[src/rtl/rv32ic_fetch_pkg.sv]
`default_nettype none
// ============================================================================
//  Module   : rv32ic_fetch_pkg
//  Purpose  : Shared types and helpers for the instruction fetch aligner.
//  Revision : 1.0  initial release
// ============================================================================
package rv32ic_fetch_pkg;

  typedef logic [15:0] halfword_t;

  typedef enum logic [1:0] {
    F_IDLE = 2'd0,
    F_WAIT = 2'd1,
    F_DROP = 2'd2
  } fetch_state_t;

  localparam int QDEPTH = 4;

  // RVC encoding: a halfword whose two LSBs are not 2'b11 starts a 16-bit instruction
  function automatic logic is_compressed(halfword_t hw);
    return (hw[1:0] != 2'b11);
  endfunction

endpackage
`default_nettype wire

[src/rtl/fetch_hw_queue.sv]
`default_nettype none
// ============================================================================
//  Module   : fetch_hw_queue
//  Purpose  : 4-entry halfword FIFO. Accepts one or two halfwords per cycle,
//             releases one or two per cycle, and exposes the two oldest
//             entries so a whole instruction can be read in one go.
//  Revision : 1.0  initial release
// ============================================================================
module fetch_hw_queue
  import rv32ic_fetch_pkg::*;
(
  input  logic        clk,
  input  logic        rst,
  input  logic        clear_i,
  input  logic        push1_i,      // push upper halfword of push_data_i only
  input  logic        push2_i,      // push lower then upper halfword
  input  logic [31:0] push_data_i,
  input  logic        pop1_i,
  input  logic        pop2_i,
  output logic [2:0]  count_o,
  output logic [15:0] head0_o,
  output logic [15:0] head1_o
);

  halfword_t  entry_q [QDEPTH];
  halfword_t  entry_d [QDEPTH];
  logic [2:0] count_q;
  logic [2:0] count_d;
  logic [2:0] w_pop_n;
  logic [2:0] w_base;
  logic [2:0] w_src;

  // Entry 0 is always the head: pops shift the array down, pushes land
  // just past the surviving entries. Pop is applied before push so that
  // both can happen in the same cycle.
  always_comb begin
    w_pop_n = pop2_i ? 3'd2 : (pop1_i ? 3'd1 : 3'd0);
    w_base  = count_q - w_pop_n;
    w_src   = '0;
    for (int i = 0; i < QDEPTH; i++) begin
      w_src      = 3'(i) + w_pop_n;
      entry_d[i] = (w_src < 3'(QDEPTH)) ? entry_q[w_src[1:0]] : entry_q[i];
    end
    count_d = w_base;
    if (push2_i) begin
      entry_d[w_base[1:0]]         = push_data_i[15:0];
      entry_d[w_base[1:0] + 2'd1]  = push_data_i[31:16];
      count_d                      = w_base + 3'd2;
    end else if (push1_i) begin
      entry_d[w_base[1:0]]         = push_data_i[31:16];
      count_d                      = w_base + 3'd1;
    end
    if (clear_i) begin
      count_d = '0;
    end
  end

  // Storage and occupancy registers
  always_ff @(posedge clk or posedge rst) begin
    if (rst) begin
      count_q <= '0;
      for (int i = 0; i < QDEPTH; i++) begin
        entry_q[i] <= '0;
      end
    end else begin
      count_q <= count_d;
      for (int i = 0; i < QDEPTH; i++) begin
        entry_q[i] <= entry_d[i];
      end
    end
  end

  assign count_o = count_q;
  assign head0_o = entry_q[0];
  assign head1_o = entry_q[1];

endmodule
`default_nettype wire

[src/rtl/instr_fetch_align.sv]
`default_nettype none
// ============================================================================
//  Module   : instr_fetch_align
//  Purpose  : Issues word-aligned fetches, buffers returned halfwords and
//             presents one whole 16/32-bit instruction per handshake with its
//             PC. Handles redirects to any halfword-aligned target.
//  Revision : 1.0  initial release
// ============================================================================
module instr_fetch_align
  import rv32ic_fetch_pkg::*;
#(
  parameter logic [31:0] RESET_PC = 32'h0000_0000
) (
  input  logic        aclk,
  input  logic        areset,
  output logic        fetch_valid,
  output logic [31:0] fetch_addr,
  input  logic        fetch_ready,
  input  logic        rsp_valid,
  input  logic [31:0] rsp_data,
  input  logic        redirect,
  input  logic [31:0] redirect_pc,
  output logic        instr_valid,
  input  logic        instr_ready,
  output logic [31:0] instr_word,
  output logic [31:0] instr_pc,
  output logic        instr_compressed
);

  fetch_state_t state_q;
  fetch_state_t state_d;
  logic [31:0]  hd_pc_q;
  logic [31:0]  hd_pc_d;
  logic [31:0]  fetch_addr_q;
  logic [31:0]  fetch_addr_d;
  logic         skip_q;
  logic         skip_d;

  logic         w_clear;
  logic         w_push1;
  logic         w_push2;
  logic         w_pop1;
  logic         w_pop2;
  logic [2:0]   w_count;
  logic [15:0]  w_head0;
  logic [15:0]  w_head1;
  logic         w_head_c;
  logic         w_fetch_fire;
  logic         w_instr_fire;
  logic         w_outstanding;

  fetch_hw_queue u_queue (
    .clk         (aclk),
    .rst         (areset),
    .clear_i     (w_clear),
    .push1_i     (w_push1),
    .push2_i     (w_push2),
    .push_data_i (rsp_data),
    .pop1_i      (w_pop1),
    .pop2_i      (w_pop2),
    .count_o     (w_count),
    .head0_o     (w_head0),
    .head1_o     (w_head1)
  );

  // Output decode: only queue registers and hd_pc feed the instruction side
  assign w_head_c         = is_compressed(w_head0);
  assign instr_valid      = (w_count >= 3'd2) || ((w_count == 3'd1) && w_head_c);
  assign instr_word       = w_head_c ? {16'h0000, w_head0} : {w_head1, w_head0};
  assign instr_pc         = hd_pc_q;
  assign instr_compressed = w_head_c;

  // Keep room for a full word before requesting; held low throughout reset
  assign fetch_valid  = (state_q == F_IDLE) && (w_count <= 3'd2) && !areset;
  assign fetch_addr   = fetch_addr_q;
  assign w_fetch_fire = fetch_valid && fetch_ready;
  assign w_instr_fire = instr_valid && instr_ready;

  // Next-state logic: redirect overrides every other same-cycle event
  always_comb begin
    state_d       = state_q;
    hd_pc_d       = hd_pc_q;
    fetch_addr_d  = fetch_addr_q;
    skip_d        = skip_q;
    w_clear       = 1'b0;
    w_push1       = 1'b0;
    w_push2       = 1'b0;
    w_pop1        = 1'b0;
    w_pop2        = 1'b0;
    w_outstanding = 1'b0;

    if (redirect) begin
      w_clear      = 1'b1;
      hd_pc_d      = redirect_pc & ~32'd1;
      fetch_addr_d = redirect_pc & ~32'd3;
      skip_d       = redirect_pc[1];
      // A request still in flight after this edge must have its response dropped;
      // a response arriving this cycle retires the old request by itself.
      case (state_q)
        F_IDLE:         w_outstanding = w_fetch_fire;
        F_WAIT, F_DROP: w_outstanding = !rsp_valid;
        default:        w_outstanding = 1'b0;
      endcase
      state_d = w_outstanding ? F_DROP : F_IDLE;
    end else begin
      case (state_q)
        F_IDLE: begin
          if (w_fetch_fire) begin
            fetch_addr_d = fetch_addr_q + 32'd4;
            state_d      = F_WAIT;
          end
        end
        F_WAIT: begin
          if (rsp_valid) begin
            w_push1 = skip_q;
            w_push2 = !skip_q;
            skip_d  = 1'b0;
            state_d = F_IDLE;
          end
        end
        F_DROP: begin
          if (rsp_valid) begin
            state_d = F_IDLE;
          end
        end
        default: state_d = F_IDLE;
      endcase

      if (w_instr_fire) begin
        if (w_head_c) begin
          w_pop1  = 1'b1;
          hd_pc_d = hd_pc_q + 32'd2;
        end else begin
          w_pop2  = 1'b1;
          hd_pc_d = hd_pc_q + 32'd4;
        end
      end
    end
  end

  // FSM state, PC and skip registers
  always_ff @(posedge aclk or posedge areset) begin
    if (areset) begin
      state_q      <= F_IDLE;
      hd_pc_q      <= RESET_PC;
      fetch_addr_q <= RESET_PC & ~32'd3;
      skip_q       <= RESET_PC[1];
    end else begin
      state_q      <= state_d;
      hd_pc_q      <= hd_pc_d;
      fetch_addr_q <= fetch_addr_d;
      skip_q       <= skip_d;
    end
  end

endmodule
`default_nettype wire

[config.mk]
export PLATFORM = sky130hd
export DESIGN_NAME = instr_fetch_align
export DESIGN_NICKNAME = d
export VERILOG_FILES = /design/src/rtl/rv32ic_fetch_pkg.sv /design/src/rtl/fetch_hw_queue.sv /design/src/rtl/instr_fetch_align.sv
export SDC_FILE = /design/constraint.sdc
export NUM_CORES = 1
export LEC_CHECK = 0
export CORE_UTILIZATION = 53
export CTS_CLUSTER_SIZE = 25
export DETAILED_ROUTE_END_ITERATION = 8
export GPL_TIMING_DRIVEN = 0
export PLACE_DENSITY_LB_ADDON = 0.08
export REMOVE_ABC_BUFFERS = 1
export SLEW_MARGIN = 20
export SYNTH_ARGS = -nofsm -noshare
export SYNTH_HDL_FRONTEND = slang
export SYNTH_SLANG_ARGS = --single-unit
[constraint.sdc]
create_clock -name aclk -period 5.85 [get_ports aclk]
set_input_delay 1.17 -clock aclk [delete_from_list [all_inputs] [get_ports aclk]]
set_output_delay 1.17 -clock aclk [all_outputs]
set_load 0.1 [all_outputs]
## After elaboration in Yosys (flattened, before gate mapping)

Index checks and enable logic that the tools add are counted.
Widths: inputs -> output; s select.

| cells by class | value |
|---|---|
| add/sub/neg operators | 10 |
| multipliers | 0 |
| divide/modulo/power cells | 0 |
| $lt $le $gt $ge | 14 |
| equal/unequal tests | 6 |
| shift operators | 0 |
| multiplexer cells | 60 |
| bitwise gates (word level) | 6 |
| reductions and logical operators | 21 |

Operator list:

| kind | number |
|---|---|
| $mux 16 | 14 |
| $mux 32 | 7 |
| $bwmux 64 | 3 |
| $bmux 16 s2 | 4 |
| $mux 64 | 2 |
| $add 32x3->32 const B | 2 |
| $demux 16 s2 | 2 |
| $add 32x2->32 const B | 1 |
| $ge 3x3->1 const B | 6 |
| $mux 1 | 18 |
| $not 2->3 | 6 |
| $lt 3x3->1 const B | 4 |
| $mux 3 | 4 |
| $reduce_bool 2->1 | 5 |
| $mux 2 | 4 |
| $logic_and 1x1->1 | 7 |
| $add 2x3->3 const A | 2 |
| $lt 3x1->1 const B | 2 |
| $reduce_and 2->1 | 3 |
| $pmux 2 s2 | 1 |
| $add 1x3->3 const A | 1 |
| $add 3x1->3 const B | 1 |
| $add 3x2->3 const B | 1 |
| $eq 3x1->1 const B | 1 |
| 14 further kinds | 16 |

| storage, ports and cells | value |
|---|---|
| register bits | 134 |
| latch bits | 0 |
| memory bits (writable) | 0 |
| bits in read-only memories | 0 |
| output and inout bits | 99 |
| logic and storage cells | 126 |
| memories | 0 |

## Longest topological paths before layout

Gate-level depths: netlist (run 1).

| depth | value |
|---|---|
| word-level depth | 17 |
| mapped depth | 15 |

## Modules after synthesis

From an unflattened synthesis (run 1), not the netlist that was laid out.

| second synthesis, totals | value |
|---|---|
| cell total of the unflattened synthesis | 959 |
| area, all modules | 8878.5 sq um |

By module, submodules not included:

| module | times used | cells each | area an instance (sq um) | seq. area each (sq um) |
|---|---|---|---|---|
| fetch_hw_queue | 1 | 547 | 4777.1 | 1676.6 |
| instr_fetch_align | 1 | 412 | 4101.4 | 1601.5 |

## Worst setup path after synthesis (run 1)

OpenSTA, ideal clock, no wires.

| path | value |
|---|---|
| path type | input port to output port |
| start point | input port areset |
| end point | output port fetch_valid |
| arrival time | 3.658 ns |
| slack | 1.022 ns |
| cell stages on the path | 3 |
| cell sequence | a21o_1 > buf_6 > nor3b_1 |

| on the way | value |
|---|---|
| longest elaborated chain between the ends | 2 |

RTL lines:

| element | RTL line | source |
|---|---|---|
| start: declaration | instr_fetch_align.sv:15 | `input logic areset,` |
| $logic_not 1->1 (no source line) | - |  |
| $logic_and 1x1->1 | instr_fetch_align.sv:74 | `assign fetch_valid = (state_q == F_IDLE) && (w_count <= 3'd2) && !areset;` |
| end: declaration | instr_fetch_align.sv:16 | `output logic fetch_valid,` |

Every way passes these cells.

==> impl_metrics.tcl, run 1 <==
set metrics [dict create \
    ctsHtreeMaxLevel 4 \
    peakVddDrop_mv 0.358 \
    cts_root_buf "clkbuf_16" \
    p_int_mw 2.44 \
    drive_gt1_share_pct 7.51 \
    whs_ns 0.509 \
    max-clock-path-buffers 2 \
    status "finished, final reports clean" \
    comb_power_share_pct 46.1 \
    drc 0 \
    finalWorstSetupSlack_ns 0.226 \
    critPathMaxStageDelay_ns 0.85 \
    dieArea_um2 17000 \
    synth_warnings 0 \
    placed_cells 1299 \
    area_growth_pct 27.2 \
    path_common_cell "a22oi_1" \
    hold_path_class "reg -> reg" \
    powerDensity_nw_per_um2 418 \
    synthArstFlopShare_pct 100 \
    cap_viol_max_count 0 \
    endpoint_kind "flip-flop" \
    grt_pass1_wl_um 43800 \
    slew_headroom_pct 26.5 \
    fillers 1320 \
    multiInputGateArea_um2 4970 \
    fin_skew_ns 0.00756 \
    min_delay_path_depth 2 \
    die_h_um 130 \
    synth_cell_types 74 \
    hold_buffers 0 \
    cp_slowest_cell "fa_2" \
    p_clk_share_pct 23.6 \
    worstPathRequired_ns 6.19 \
    routed_wl_um 27700 \
    avgViaCountPerCell 6.62 \
    drt_iter0_drc 825 \
    drv_slew 0 \
    hold_violations 0 \
    layout_common_cells "163 x clkdlybuf4s50_1, 130 x dfrtp_1, 80 x nor2_1" \
    clock-sinks 131 \
    grt_max_degree 101 \
    pwr-share-seq_pct 30.3 \
    gp_congestion 0.841 \
    cts_tree "yes" \
    synth-edff-count 0 \
    fin_crit_ns 5.62 \
    first_pass_iters 5 \
    fmax_ghz 0.178 \
    reg2reg_depth 11 \
    wl_per_cell_um 20.7 \
    grt-ovfl-total 0 \
    antenna_found_initial 0 \
    die_x_um 130 \
    cts_buffers 17 \
    worst_pin_slew_ns 1.10 \
    syn_area_per_cell_um2 8.70 \
    io_pins 169 \
    final_common_cell "clkdlybuf4s50_1" \
    finalSetupViolCount 0 \
    start_util_pct 54.7 \
    grt_use_total_pct 33.4 \
    p_leak_nw 4.49 \
    rsz0062_at_grt "false" \
    ys_ff_latch 131 \
    num_antenna_cells 0 \
    portBuffers 164 \
    std_cell_rows 46 \
    clk_latency_ns 0.43 \
    cp-start-kind "input port" \
    clk_transition_reported_paths_ns 0.06 \
    nets 1183 \
    fin_util_pct 69.5 \
    syn_inst 1001 \
    vias 8826 \
    swShare_pct 47.3 \
    syn-cell-area_um2 8710 \
    critical_path_class "in -> reg" \
    p_sw_mw 2.19 \
    dp_slack_ns -0.949 \
    worstPathArrival_ns 5.96 \
    ant_nets 0 \
    min_period_over_period_pct 96.1 \
    grt_pass1_vias 8256 \
    path_max_fanout 18 \
    seq_area_um2 3280 \
    hpwl_um 17900 \
    crit_path_cell_trace "clkdlybuf4s50_1, nand2b_2, or3_2, inv_2, ha_2, inv_1, fa_2, or3b_2, a21oi_2, buf_8, a22oi_1, a22oi_1" \
    synth_flop_cell "dfrtp_1" \
    fin_cells 1334 \
    seq_area_frac_synth_pct 37.6 \
    fin_setup_tns_ns 0 \
    core-area_um2 15900 \
]
[worst paths after layout]
check / end / from / slack, ns
worst max register to register: u_queue.head0_o[0] / u_queue.head0_o[0] / 0.71
worst min-delay path: u_queue.entry_q[1] / u_queue.entry_q[1] / 0.51
worst max-delay path: u_queue.head0_o[0] / instr_ready / 0.23
worst min register to register: u_queue.entry_q[1] / u_queue.entry_q[1] / 0.51
min in group asynchronous: instr_pc[5] / areset / 1.20
max in group asynchronous: fetch_addr[31] / areset / 3.89
[worst max-delay path: cells and delay by family]
kind / cells / cell delay, ns
and+or+nand+nor: 3 / 1.61
adders and majority gates: 2 / 1.10
AOI/OAI and AO/OA: 3 / 0.69
buffers and inverters: 4 / 1.37
[state kept, by name, summed over array words and instances, names as in the netlist]
register and count:
fetch_addr 30, instr_pc 31, skip_q 1, state_q 2
u_queue.count_o 3, u_queue.entry_q 32, u_queue.head0_o 16, u_queue.head1_o 16
[cells by family after synthesis]
| family | share of synthesized area [%] |
|---|---|
| XOR/XNOR | 1.31 |
| AND/OR/NAND/NOR | 23.4 |
| buffers and inverters | 6.26 |
| AO/OA/AOI/OAI | 25.9 |
| multiplexers | 4.18 |
| other | 0.0430 |
| flip-flops | 37.6 |
| adder cells (fa/ha/maj) | 1.23 |
[per-layer routing]
metal / wire length, um / share of wire, % / track usage, % / up-vias
li1: - / - / - / 4058
met1: 11500 / 42 / 42.4 / 4274
met2: 13400 / 49 / 55.5 / 442
met3: 2160 / 7.8 / 7.67 / 52
met4: 544 / 2.0 / 12.4 / 0
met5: 0 / 0 / 0 / -
[timing repair]
item | 4_1_cts | 5_1_grt
buffers inserted | 2 | 0
endpoints found under the setup margin | 31 | 31
pin swaps | 1 | 0
gates resized for setup | 3 | 1
[cell usage after synthesis, drive strengths merged (8+ instances only)]
master | number | area, um2
buf | 46 | 283
a21o | 8 | 60.1
nor3 | 13 | 65.1
nand2 | 77 | 289
nor4 | 22 | 144
and3 | 40 | 250
a22oi | 29 | 218
and4 | 13 | 114
mux2i | 33 | 330
o221ai | 12 | 105
o2bb2ai | 17 | 149
o21ai | 40 | 200
nor2 | 81 | 304
nand3 | 29 | 145
o22ai | 32 | 200
nand2b | 13 | 81.3
nand4 | 18 | 119
a211oi | 36 | 270
xnor2 | 11 | 96.3
a21oi | 37 | 185
a31oi | 19 | 119
dfrtp | 131 | 3280
o31ai | 19 | 143
o22a | 15 | 131
o32ai | 17 | 149
or3 | 22 | 138
or4 | 16 | 128
clkbuf | 49 | 184
inv | 20 | 75.1
[final cells by class]
type / count / share of cell area (%)
clock inverters: 11 / 1.13
multi-input cells: 756 / 44.8
flip-flops and latches: 131 / 29.6
clock buffers: 21 / 4.34
inverters: 21 / 0.802
repair buffers: 178 / 16.9
well taps: 216 / 2.44
[power by group through the flow]
stage	combinational (mW)	sequential (mW)	clock (mW)
finish	2.13	1.40	1.09
CTS	2.13	1.39	1.09
floorplan	0.837	2.06	0
global placement	2.05	1.41	0
global route	2.24	1.43	1.14
detailed placement	2.11	1.40	0
[metrics by stage]
step	cell area, um2	total power, mW
2_1_floorplan	8250	2.90
3_3_place_gp	10200	3.46
3_5_place_dp	10400	3.51
4_1_cts	11100	4.61
5_1_grt	11100	4.81
6_report	11100	4.63
(Power assumes the default switching activity.)
==> run 2, diff against run 1 <==
CORE_ASPECT_RATIO = 1.5   (was not set)
==> run 2 against run 1 <==
Compared with the run above:
- non-clock buffer count fell by 3
- sequential share of layout area is 0.087 points higher
- first-iteration DRC count shrank 14%
- die area is essentially flat
- utilization decreased by 0.96 points
- maximum frequency shrank 0.95%
- clock skew is 0.0029 ns higher
- critical path depth did not move
- largest cell class unchanged
- largest power group unchanged
==> impl_metrics.tcl, run 2 (same netlist as run 1, synthesis figures left out) <==
set metrics [dict create \
    core-area_um2 16100 \
    ff2ff_setup_slack_ns 0.67 \
    fin_setup_tns_ns 0 \
    rsz0062_at_grt "false" \
    fin_crit_ns 5.68 \
    cp_slowest_cell "fa_2" \
    r2r_end "u_queue.head0_o[11]" \
    grt_use_total_pct 33.8 \
    fin_cells 1321 \
    area_growth_pct 26.8 \
    max-clock-path-buffers 2 \
    drv_slew 0 \
    drt_iter0_drc 710 \
    powerDensity_nw_per_um2 420 \
    avgViaCountPerCell 6.75 \
    p_leak_nw 4.46 \
    routed_wl_um 28700 \
    critical_path_class "in -> reg" \
    finish.instance_area_um2 11000 \
    grt_pass1_vias 8627 \
    cp-start-kind "input port" \
    wl_per_cell_um 21.7 \
    crit_path_cell_trace "clkdlybuf4s50_1, nand2b_2, or3_2, inv_2, ha_2, inv_1, fa_2, or3b_2, a21oi_2, buf_6, a22oi_1, a22oi_1" \
    cts_buffers 17 \
    largest_reg_flops 32 \
    start_util_pct 54.1 \
    whs_ns 0.509 \
    grt_max_degree 81 \
    peakVddDrop_mv 0.338 \
    fin_util_pct 68.6 \
    grt_pass1_wl_um 45000 \
    vias 8911 \
    final_common_cell "clkdlybuf4s50_1" \
    path_max_fanout 18 \
    gp_congestion 0.878 \
    nets 1180 \
    min_period_over_period_pct 97.1 \
    clock-sinks 131 \
    first_pass_iters 5 \
    reg2reg_from "u_queue.head0_o[0]" \
    cap_viol_max_count 0 \
    hold_violations 0 \
    io_pins 169 \
    grt-ovfl-total 0 \
    drive_gt1_share_pct 7.35 \
    cts_root_buf "clkbuf_16" \
    critPathMaxStageDelay_ns 0.84 \
    setup.worst_path.start "instr_ready" \
    finalWorstSetupSlack_ns 0.172 \
    placedInstanceArea_um2 10400 \
    endpoint_kind "flip-flop" \
    worst_pin_slew_ns 1.17 \
    std_cell_rows 57 \
    clk_transition_reported_paths_ns 0.06 \
    cts_tree "yes" \
    slew_headroom_pct 21.8 \
    p_total_mw 4.64 \
    worstPathArrival_ns 6.01 \
    layout_common_cells "163 x clkdlybuf4s50_1, 130 x dfrtp_1, 80 x nor2_1" \
    path_common_cell "a22oi_1" \
    fin_skew_ns 0.0105 \
    cp-endpoint "u_queue.head0_o[11]" \
    ant_nets 0 \
    fmax_ghz 0.176 \
    ctsHtreeMaxLevel 4 \
    placed_cells 1287 \
    reg2reg_depth 11 \
    portBuffers 164 \
    clk_latency_ns 0.42 \
    die_x_um 107 \
    drc 0 \
    hpwl_um 18600 \
    dp_slack_ns -1.04 \
    largest_register "u_queue.entry_q" \
    num_antenna_cells 0 \
    antenna_found_initial 0 \
    dieArea_um2 17000 \
    status "finished, final reports clean" \
    hold_path_class "reg -> reg" \
    finalSetupViolCount 0 \
    die_h_um 159 \
    worstPathRequired_ns 6.18 \
]
==> run 2: timing repair <==
action	in CTS	in global routing
hold buffers	0	0
resized for setup	5	0
endpoints found under the setup margin	49	0
buffers inserted	2	0
==> run 2: worst min path at each step <==
stage                                    from                   to  cells past startpoint
after CTS                  u_queue.entry_q[4]   u_queue.entry_q[4]                      2
after floorplan            u_queue.entry_q[0]   u_queue.entry_q[0]                      2
final                     u_queue.entry_q[10]  u_queue.entry_q[10]                      2
after global routing       u_queue.entry_q[6]   u_queue.entry_q[6]                      2
after detailed placement   u_queue.entry_q[4]   u_queue.entry_q[4]                      2
after global placement    u_queue.entry_q[14]  u_queue.entry_q[14]                      2
==> run 2: where the power goes <==
group	switching (mW)	internal [mW]
Clock	0.422	0.680
Combinational	1.50	0.633
Sequential	0.277	1.13
==> run 2: critical path: cells and delay by family <==
kind	cells	cell delay, ns
compound gates	3	0.61
simple gates	3	1.68
buf+inv	4	1.42
fa+ha+maj	2	1.10
==> run 2: final cells by class <==
type                            instances  area (um2)
Inverter                               21        88.8
Sequential cell                       131        3280
Clock inverter                         13         160
Clock buffer                           19         443
Tap cell                              206         258
Fill cell                            1362        5070
Multi-Input combinational cell        756        4980
Timing Repair Buffer                  175        1840
==> run 2: layer usage <==
layer	up-vias	wire, um	GRT usage, %
li1	4067	-	-
met1	4323	10900	40.7
met2	434	14700	57.6
met3	87	2000	5.36
met4	0	1100	17.5
met5	-	0	0
